[config.mk]
export PLATFORM = sky130hd
export DESIGN_NAME = mac_pipe
export DESIGN_NICKNAME = d
export VERILOG_FILES = /design/src/rtl/mac_pkg.sv /design/src/rtl/mac_round.sv /design/src/rtl/mac_pipe.sv
export SDC_FILE = /design/constraint.sdc
export NUM_CORES = 2
export LEC_CHECK = 0
export CAP_MARGIN = 20
export CORE_ASPECT_RATIO = 1.4
export CORE_MARGIN = 5
export CORE_UTILIZATION = 55
export CTS_BUF_LIST = sky130_fd_sc_hd__clkbuf_4
export CTS_CLUSTER_SIZE = 12
export DETAILED_ROUTE_END_ITERATION = 8
export PLACE_DENSITY = 0.8
export SYNTH_ARGS = -nofsm -noshare
export SYNTH_HDL_FRONTEND = slang
export SYNTH_HIERARCHICAL = 1
export SYNTH_SLANG_ARGS = --single-unit
[constraint.sdc]
create_clock -name clk -period 10.65 [get_ports clk]
set_input_delay 2.13 -clock clk [delete_from_list [all_inputs] [get_ports clk]]
set_output_delay 2.13 -clock clk [all_outputs]
set_load 0.1 [all_outputs]
[src/rtl/mac_pkg.sv]
// rtl/mac_pkg.sv - shared op encodings, default widths and accumulator width helper for mac_pipe
package mac_pkg;

    localparam int DW_DEF = 24;
    localparam int GW_DEF = 8;

    typedef enum logic [2:0] {
        OP_MPY  = 3'b000,
        OP_MAC  = 3'b001,
        OP_MPYN = 3'b010,
        OP_MACN = 3'b011,
        OP_LOAD = 3'b100
    } op_e;

    function automatic int acc_width(input int dw, input int gw);
        return 2 * dw + gw;
    endfunction

endpackage

[src/rtl/mac_round.sv]
// rtl/mac_round.sv - combinational convergent (round-half-to-even) rounder at bit DW
module mac_round #(
    parameter int AW = 56,
    parameter int DW = 24
) (
    input  logic [AW-1:0] din,
    output logic [AW-1:0] dout,
    output logic          ovf
);

    localparam logic [AW-1:0] HALF     = AW'(1) << (DW - 1);
    localparam logic [AW-1:0] LOW_MASK = (AW'(1) << DW) - AW'(1);

    logic          tie;
    logic [AW-1:0] inc;
    logic [AW-1:0] sum;

    always_comb begin
        tie = ((din & LOW_MASK) == HALF);
        // An exact tie only rounds up when the kept part is odd.
        inc  = (tie && !din[DW]) ? '0 : HALF;
        sum  = din + inc;
        dout = sum & ~LOW_MASK;
        ovf  = !din[AW-1] && sum[AW-1];
    end

endmodule

[src/rtl/mac_pipe.sv]
// rtl/mac_pipe.sv - 2-stage valid/ready signed-fractional MAC; MAC_PIPE_SAT_EN enables saturation on overflow
module mac_pipe
    import mac_pkg::*;
#(
    parameter  int DW   = DW_DEF,
    parameter  int GW   = GW_DEF,
    parameter  int NACC = 2,
    localparam int AW   = acc_width(DW, GW),
    localparam int AS   = (NACC > 1) ? $clog2(NACC) : 1
) (
    input  logic          clk,
    input  logic          reset,
    input  logic          in_valid,
    output logic          in_ready,
    input  logic [DW-1:0] x,
    input  logic [DW-1:0] y,
    input  logic [2:0]    op,
    input  logic [AS-1:0] acc_sel,
    input  logic          rnd,
    output logic          out_valid,
    input  logic          out_ready,
    output logic [AW-1:0] acc_out,
    output logic [AS-1:0] acc_idx,
    output logic          ext,
    output logic          ovf,
    input  logic          ovf_clr
);

    localparam int PW = 2 * DW;

    logic          s1_valid_q, s1_valid_d;
    logic [AW-1:0] s1_p_q, s1_p_d;
    logic [2:0]    s1_op_q, s1_op_d;
    logic [AS-1:0] s1_sel_q, s1_sel_d;
    logic          s1_rnd_q, s1_rnd_d;
    logic          out_valid_q, out_valid_d;
    logic [AW-1:0] acc_out_q, acc_out_d;
    logic [AS-1:0] acc_idx_q, acc_idx_d;
    logic          ext_q, ext_d;
    logic          ovf_q, ovf_d;
    logic [AW-1:0] acc_q [NACC];
    logic [AW-1:0] acc_d [NACC];

    logic                 advance;
    logic signed [PW-1:0] xs, ys, prod;
    logic signed [AW-1:0] prod_ext, p_mul;
    logic [AW-1:0]        p_new;
    logic [AW-1:0]        acc_rd, addend, sum, sum_s, rnd_val, r;
    logic                 add_ovf, rnd_ovf, use_rnd, ovf_set;
    logic [GW:0]          ext_bits;

    assign advance = !(out_valid_q && !out_ready);
    assign in_ready = advance;

    // Stage 1: exact product, doubled to align the fraction point at bit 2*DW-1.
    always_comb begin
        xs       = PW'($signed(x));
        ys       = PW'($signed(y));
        prod     = xs * ys;
        prod_ext = AW'(prod);
        p_mul    = prod_ext <<< 1;
        case (op)
            OP_MPY, OP_MAC:   p_new = p_mul;
            OP_MPYN, OP_MACN: p_new = -p_mul;
            OP_LOAD:          p_new = AW'($signed({x, y}));
            default:          p_new = '0;
        endcase
    end

    // Stage 2 reads its own accumulator registers, so dependent MACs chain without bubbles.
    always_comb begin
        acc_rd = '0;
        for (int i = 0; i < NACC; i++) begin
            if (AS'(i) == s1_sel_q) acc_rd = acc_q[i];
        end
        addend  = (s1_op_q == OP_MAC || s1_op_q == OP_MACN) ? acc_rd : '0;
        sum     = addend + s1_p_q;
        add_ovf = (addend[AW-1] == s1_p_q[AW-1]) && (sum[AW-1] != addend[AW-1]);
`ifdef MAC_PIPE_SAT_EN
        sum_s = add_ovf ? (addend[AW-1] ? {1'b1, {(AW-1){1'b0}}} : {1'b0, {(AW-1){1'b1}}}) : sum;
`else
        sum_s = sum;
`endif
    end

    mac_round #(
        .AW(AW),
        .DW(DW)
    ) u_round (
        .din (sum_s),
        .dout(rnd_val),
        .ovf (rnd_ovf)
    );

    always_comb begin
        use_rnd = s1_rnd_q && (s1_op_q != OP_LOAD);
        r       = use_rnd ? rnd_val : sum_s;
`ifdef MAC_PIPE_SAT_EN
        if (use_rnd && rnd_ovf) r = {1'b0, {(AW-1){1'b1}}};
`endif
        ovf_set  = add_ovf || (use_rnd && rnd_ovf);
        ext_bits = r[AW-1:PW-1];
    end

    always_comb begin
        s1_valid_d  = s1_valid_q;
        s1_p_d      = s1_p_q;
        s1_op_d     = s1_op_q;
        s1_sel_d    = s1_sel_q;
        s1_rnd_d    = s1_rnd_q;
        out_valid_d = out_valid_q;
        acc_out_d   = acc_out_q;
        acc_idx_d   = acc_idx_q;
        ext_d       = ext_q;
        acc_d       = acc_q;
        if (advance) begin
            s1_valid_d  = in_valid && (op <= OP_LOAD);
            s1_p_d      = p_new;
            s1_op_d     = op;
            s1_sel_d    = acc_sel;
            s1_rnd_d    = rnd;
            out_valid_d = s1_valid_q;
            if (s1_valid_q) begin
                acc_out_d = r;
                acc_idx_d = s1_sel_q;
                ext_d     = !((&ext_bits) || !(|ext_bits));
                for (int i = 0; i < NACC; i++) begin
                    if (AS'(i) == s1_sel_q) acc_d[i] = r;
                end
            end
        end
        // A same-cycle overflow wins over the clear.
        if (advance && s1_valid_q && ovf_set) ovf_d = 1'b1;
        else if (ovf_clr)                     ovf_d = 1'b0;
        else                                  ovf_d = ovf_q;
    end

    always_ff @(posedge clk) begin
        if (reset) begin
            s1_valid_q  <= 1'b0;
            s1_p_q      <= '0;
            s1_op_q     <= '0;
            s1_sel_q    <= '0;
            s1_rnd_q    <= 1'b0;
            out_valid_q <= 1'b0;
            acc_out_q   <= '0;
            acc_idx_q   <= '0;
            ext_q       <= 1'b0;
            ovf_q       <= 1'b0;
            for (int i = 0; i < NACC; i++) acc_q[i] <= '0;
        end else begin
            s1_valid_q  <= s1_valid_d;
            s1_p_q      <= s1_p_d;
            s1_op_q     <= s1_op_d;
            s1_sel_q    <= s1_sel_d;
            s1_rnd_q    <= s1_rnd_d;
            out_valid_q <= out_valid_d;
            acc_out_q   <= acc_out_d;
            acc_idx_q   <= acc_idx_d;
            ext_q       <= ext_d;
            ovf_q       <= ovf_d;
            for (int i = 0; i < NACC; i++) acc_q[i] <= acc_d[i];
        end
    end

    assign out_valid = out_valid_q;
    assign acc_out   = acc_out_q;
    assign acc_idx   = acc_idx_q;
    assign ext       = ext_q;
    assign ovf       = ovf_q;

endmodule

# Yosys cells after proc, flatten, opt, wreduce, memory -nomap -nowiden
# Cells that the tools add are included.
# W data, S select, Z words.
[classes]
n_addsub = 3
n_mul = 1
div_mod_pow = 0
magnitude_cmp = 1
n_eq_ne = 10
shift = 0
mux = 7
bitwise_logic = 2
reduce_logical = 27
[op_table]
columns = ["op", "count"]
rows = [
  ["$mux W56", 3],
  ["$pmux W56 S3", 1],
  ["$add A56 B56 Y56", 2],
  ["$neg A49 Y56", 1],
  ["$mul A24 B24 Y48", 1],
  ["$eq A24 B24 Y1 const B", 1],
  ["$mux W24", 1],
  ["$eq A3 B2 Y1 const B", 3],
  ["$logic_and A1 B1 Y1", 9],
  ["$reduce_and A9 Y1", 1],
  ["$reduce_or A9 Y1", 1],
  ["$eq A3 B1 Y1 const B", 2],
  ["$logic_not A1 Y1", 6],
  ["$reduce_and A3 Y1", 2],
  ["$reduce_or A2 Y1", 2],
  ["$eq A3 B3 Y1 const B", 1],
  ["$le A3 B3 Y1 const B", 1],
  ["$logic_not A3 Y1", 1],
  ["$logic_or A1 B1 Y1", 3],
  ["$ne A3 B3 Y1 const B", 1],
  ["$mux W1", 2],
  ["$not A1 Y1", 2],
  ["$reduce_and A2 Y1", 1],
  ["$reduce_bool A2 Y1", 1],
  ["other kinds (2)", 2],
]
[word_totals]
regBits = 234
latch_bits = 0
mem_bits_rw = 0
romBits = 0
inputBits = 58
output_inout_bits = 61
word_cells = 63
n_memories = 0

# Logic depth before layout (Yosys ltp)
[depth]
ltp_word = 13
depth_mapped = 31
mapped_depth_nobuf = 28

# Cells and area by module
# The synthesis kept the hierarchy.
[by_module_without_submodules]
columns = ["mod", "instances", "cells_each", "area_per_inst_um2", "seq_area_each_um2"]
rows = [
  ["mac_pipe", 1, 4219, 35997.0, 4684.5],
  ["mac_round", 1, 133, 943.4, 0.0],
]

# Worst setup path before layout
# OpenSTA, ideal clock, no wires.
[synth_timing]
kind = "in2reg"
startpoint = "in x[23]"
endpoint = "reg s1_p_q[47]"
setup_ns = 0.074
arrival_ns = 9.969
required_time_ns = 10.576
slack_ns = 0.606
path_stages = 27
path_buffers = 3
cell_sequence = "clkbuf_1 > clkbuf_1 > nand2_1 > inv_1 > fa_1 > fa_1 > inv_1 > fa_1 > inv_1 > fa_1 > fa_1 > fa_1 > fa_1 > ha_1 > clkbuf_1 > a21oi_1 > o21ai_0 > a31oi_1 > nand3_1 > o311a_1 > a211o_1 > a211oi_1 > nand3_1 > nor3_1 > nand3_1 > or4_1 > a31oi_1"
[synth_between]
elab_chain_cells = 3
[synth_lines]
columns = ["item", "line_no", "text"]
rows = [
  ["start: declaration", "mac_pipe.sv:15", "input logic [DW-1:0] x,"],
  ["$mul A24 B24 Y48", "mac_pipe.sv:59", "prod = xs * ys;"],
  ["$neg A49 Y56", "mac_pipe.sv:64", "OP_MPYN, OP_MACN: p_new = -p_mul;"],
  ["$pmux W56 S3 *", "mac_pipe.sv:62", "case (op)"],
  ["end signal: assignment", "mac_pipe.sv:153", "s1_p_q <= s1_p_d;"],
  ["end: declaration", "mac_pipe.sv:32", "logic [AW-1:0] s1_p_q, s1_p_d;"],
]
# Every way passes the cells marked *; elsewhere a longest branch is shown, timed or not.
# A chain may end at the register's enable or synchronous reset.

# Worst setup path after layout
[layout_timing]
startpoint = "in y[2]"
endpoint = "reg s1_p_q[48]"
[layout_between]
elab_chain_cells = 3
[layout_lines]
columns = ["item", "line_no", "text"]
rows = [
  ["start: declaration", "mac_pipe.sv:16", "input logic [DW-1:0] y,"],
  ["$mul A24 B24 Y48 *", "mac_pipe.sv:59", ""],
  ["$neg A49 Y56", "mac_pipe.sv:64", ""],
  ["$pmux W56 S3 *", "mac_pipe.sv:62", ""],
]
# Marks and branches as above.

==> metrics.md <==
| Metric | Value |
|---|---|
| Hold path startpoint | `acc_out[21]$_SDFFE_PP0P_` |
| Routed Antenna Nets | `0` |
| All-Layer GR Usage | `0.278` |
| Hold path cells | `2` |
| Fin crit period | `10.11 ns` |
| CTS tree | `done` |
| Commonest cells after routing, fill and taps aside | `inv_1, fa_1, nand2_1, nor2_1, and2_1` |
| Setup crit start kind | `input port` |
| Buf+Inv Stages, Crit Path | `5` |
| Main area contributors after synthesis | `fa_1, dfxtp_1, ha_1` |
| Final Cell Area | `40300 µm²` |
| Reg-to-reg endpoint | `ext$_SDFFE_PP0P_` |
| Mapped cell area | `36900 µm²` |
| Root Buffer Master | `clkbuf_4` |
| Site Rows | `112` |
| Met2 WL | `50.9 mm` |
| H-tree lvl count | `2` |
| Initial antenna violation count | `3` |
| WP depth | `26` |
| Layout cells sized above 1 | `0.0670` |
| Die width | `229 µm` |
| DRT met1 WL | `38.4 mm` |
| Kind of critical path | `input port to flop` |
| Post-Synth Adder-Cell Area | `0.394` |
| Post-Synth XOR/XNOR Area | `0.0375` |
| Slowest CP cell | `clkdlybuf4s50_1` |
| Yosys Warn Count | `6` |
| Die Ht | `317 µm` |
| Status | `finished clean` |
| Mux share of post-synthesis cell area | `0.0313` |
| Post-Route Skew | `0.0239 ns` |
| Number of library cell types mapped by synthesis | `95` |
| Critical path's top delay family | `adder cells` |
| Top-area cell type share of the netlist area | `0.329` |
| Simple-Gate Fraction of Synth Area | `0.185` |
| # Post-CTS Setup Buffers | `0` |
| Most used cell, CP | `fa_1` |
| Top sig layer | `met4` |
| Complex-gate fraction of the synthesized area | `0.129` |
| Max stage delay on crit path | `0.77 ns` |
| Max Clk Rate | `0.0989 GHz` |
| Worst r2r src | `s1_sel_q$_SDFFE_PP0N_` |
| Port Buf Inserts | `118` |
| Util after Layout | `0.605` |
| I/O pin total | `119` |
| FF-to-FF path depth | `26` |
| Seq/Total Area, Yosys | `0.127` |
| DRC Markers | `0` |
| Placed Cells | `5234` |
| Synth Register Bits | `234` |
| Hpwl dp | `82.6 mm` |
| Endpoints failing hold | `0` |
| FILL cells | `5799` |
| P&R area growth vs syn | `9.17%` |
| Starting Density | `0.554` |
| Min Hold Slack | `0.454 ns` |
| FF+latch area | `4690 µm²` |
| Total congestion overflow | `0` |
| Slew @ Worst Pin | `1.10 ns` |
| Fraction of registers with async set/reset | `0` |
| Mapped Avg Cell Area | `8.49 µm²` |
| Max transition margin | `0.266` |
| Cells after Synth | `4352` |
| Die ar. | `72500 µm²` |
| Commonest non-fill, non-tap cell in the layout | `inv_1` |
| Fin nets | `5287` |
| Met3 WL | `6.64 mm` |
| Multi-input gate area in the final layout | `28800 µm²` |
| CORE AREA | `66700 µm²` |
| Dpl cell area | `39700 µm²` |
| Drt wl/cell | `19.1 µm` |
| Final setup viols | `0` |
| Clock Tree Buf Depth | `3` |
| Layout Cells excl Fill | `5323` |
| Routed WL | `102 mm` |
| Clock latency on the worst-skew pair | `0.68 ns` |
| Largest net degree at the start of global routing | `107` |
| Hold crit path type | `flop to flop` |
| Max Cap Viol | `0` |
| Most used DFF post-synth | `dfxtp_1` |
| Worst hold endpoint | `acc_out[21]$_SDFFE_PP0P_` |
| Final Cycle Share | `0.950` |
| DR vias | `31101` |
| Via-to-Cell Ratio | `5.84` |
| First-pass GRT wire length | `165 mm` |
| First-pass iteration count of the detailed router | `6` |
| Post-synth top area cell | `fa_1` |
| WP data required | `11.24 ns` |
| Max Slew Vio Count | `0` |
| Number of global-route vias before repair | `32506` |
| # clock sinks | `234` |
| R2R setup slack | `3.13 ns` |
| Setup crit end kind | `flop` |
| DR iter-0 viols | `2065` |
| Largest fanout on the critical path | `12` |
| CTS Hold Bufs | `0` |
| Total CTS buffers | `49` |
| GP Congestion | `0.959` |
| Critical Path AT | `10.71 ns` |
| CTS clk-pin slew, worst paths | `0.08 ns` |
| # resized after CTS | `0` |
| Largest family of logic cells by synthesized area | `adder cells` |
| RSZ-0062 raised after global routing | `false` |
| Number of synthesized flops with an enable pin | `0` |
layer usage:
metal / track usage / vias to the layer above
li1: - / 14248
met1: 0.330 / 15208
met2: 0.499 / 1292
met3: 0.0355 / 353
met4: 0.139 / 0
met5: 0 / -
registers in the layout (all words and copies together) (netlist names):
register,count
acc_q,112
acc_out,56
s1_p_q,56
s1_op_q,3
acc_idx,1
ext,1
out_valid,1
ovf,1
s1_rnd_q,1
s1_sel_q,1
s1_valid_q,1
cells in the mapped netlist (10+ instances only):
cell type / number
a211oi_1: 178
a21o_1: 28
a21oi_1: 161
a222oi_1: 12
a22oi_1: 42
a31oi_1: 22
and2_1: 279
and3_1: 19
and4_1: 10
buf_1: 20
buf_4: 24
clkbuf_1: 235
dfxtp_1: 234
fa_1: 608
ha_1: 191
inv_1: 627
mux2i_1: 111
nand2_1: 464
nand2b_1: 26
nand3_1: 65
nand4_1: 40
nor2_1: 390
nor2b_1: 11
nor3_1: 41
nor4_1: 11
o211ai_1: 19
o21a_1: 14
o21ai_0: 113
o21bai_1: 14
o22ai_1: 12
o31ai_1: 15
or3_1: 11
xnor2_1: 101
xor2_1: 57
cell families (layout without fill, tap and decap cells):
group | after synthesis | in the layout
multiplexers | 115 | 115
buffers and inverters | 916 | 1006
other | 1 | 27
adder cells (fa/ha/maj) | 799 | 799
AO/OA/AOI/OAI | 712 | 712
flip-flops | 234 | 234
AND/OR/NAND/NOR | 1417 | 1417
XOR/XNOR | 158 | 158
through the flow:
step / setup WS, ns / TNS (ns)
finish: 0.537 / 0
global route: 0.0173 / 0
CTS: 0.629 / 0
detailed placement: -0.125 / -0.691
global placement: 0.0539 / 0
floorplan: 0.606 / 0
worst max path at each step:
| stage | slack [ns] | to | startpoint |
|---|---|---|---|
| 2_1_floorplan | 0.61 | s1_p_q[47]$_SDFFE_PP0N_ | x[23] |
| 3_3_place_gp | 0.05 | s1_p_q[47]$_SDFFE_PP0N_ | y[2] |
| 3_5_place_dp | -0.12 | s1_p_q[47]$_SDFFE_PP0N_ | y[2] |
| 4_1_cts | 0.63 | s1_p_q[48]$_SDFFE_PP0N_ | y[2] |
| 5_1_grt | 0.02 | s1_p_q[48]$_SDFFE_PP0N_ | y[2] |
| 6_report | 0.54 | s1_p_q[48]$_SDFFE_PP0N_ | y[2] |
final cells by class:
class	instances	share of cell area
antenna	3	0.000186
clock buffer	70	0.0130
clock inverter	16	0.00304
inverter	630	0.0586
multi-input combinational	3225	0.715
sequential	234	0.116
tap	855	0.0265
timing repair buffer	290	0.0675
worst reg2reg max path: stages (launching register included):
cell and delay (ns):
dfxtp_4 0.68, mux2i_1 0.30, or2_2 0.15, inv_1 0.04
ha_1 0.28, a211oi_1 0.07, o21ai_0 0.44, o21ai_0 0.30
a21oi_1 0.37, and2_1 0.23, a41oi_1 0.19, o31a_1 0.33
o21ai_0 0.30, a31oi_1 0.16, xnor2_1 0.48, inv_1 0.12
nor4_1 0.80, nand4_1 0.24, xnor2_1 0.25, nor2_1 0.07
a221o_1 0.26, a21oi_1 0.27, a21oi_1 0.17, or4_1 0.54
nor3_1 0.14, nand4_1 0.11, nor3b_1 0.15
Power is not shown: default switching activity piles up to over one toggle a cycle in this logic, so the estimate is an artifact.
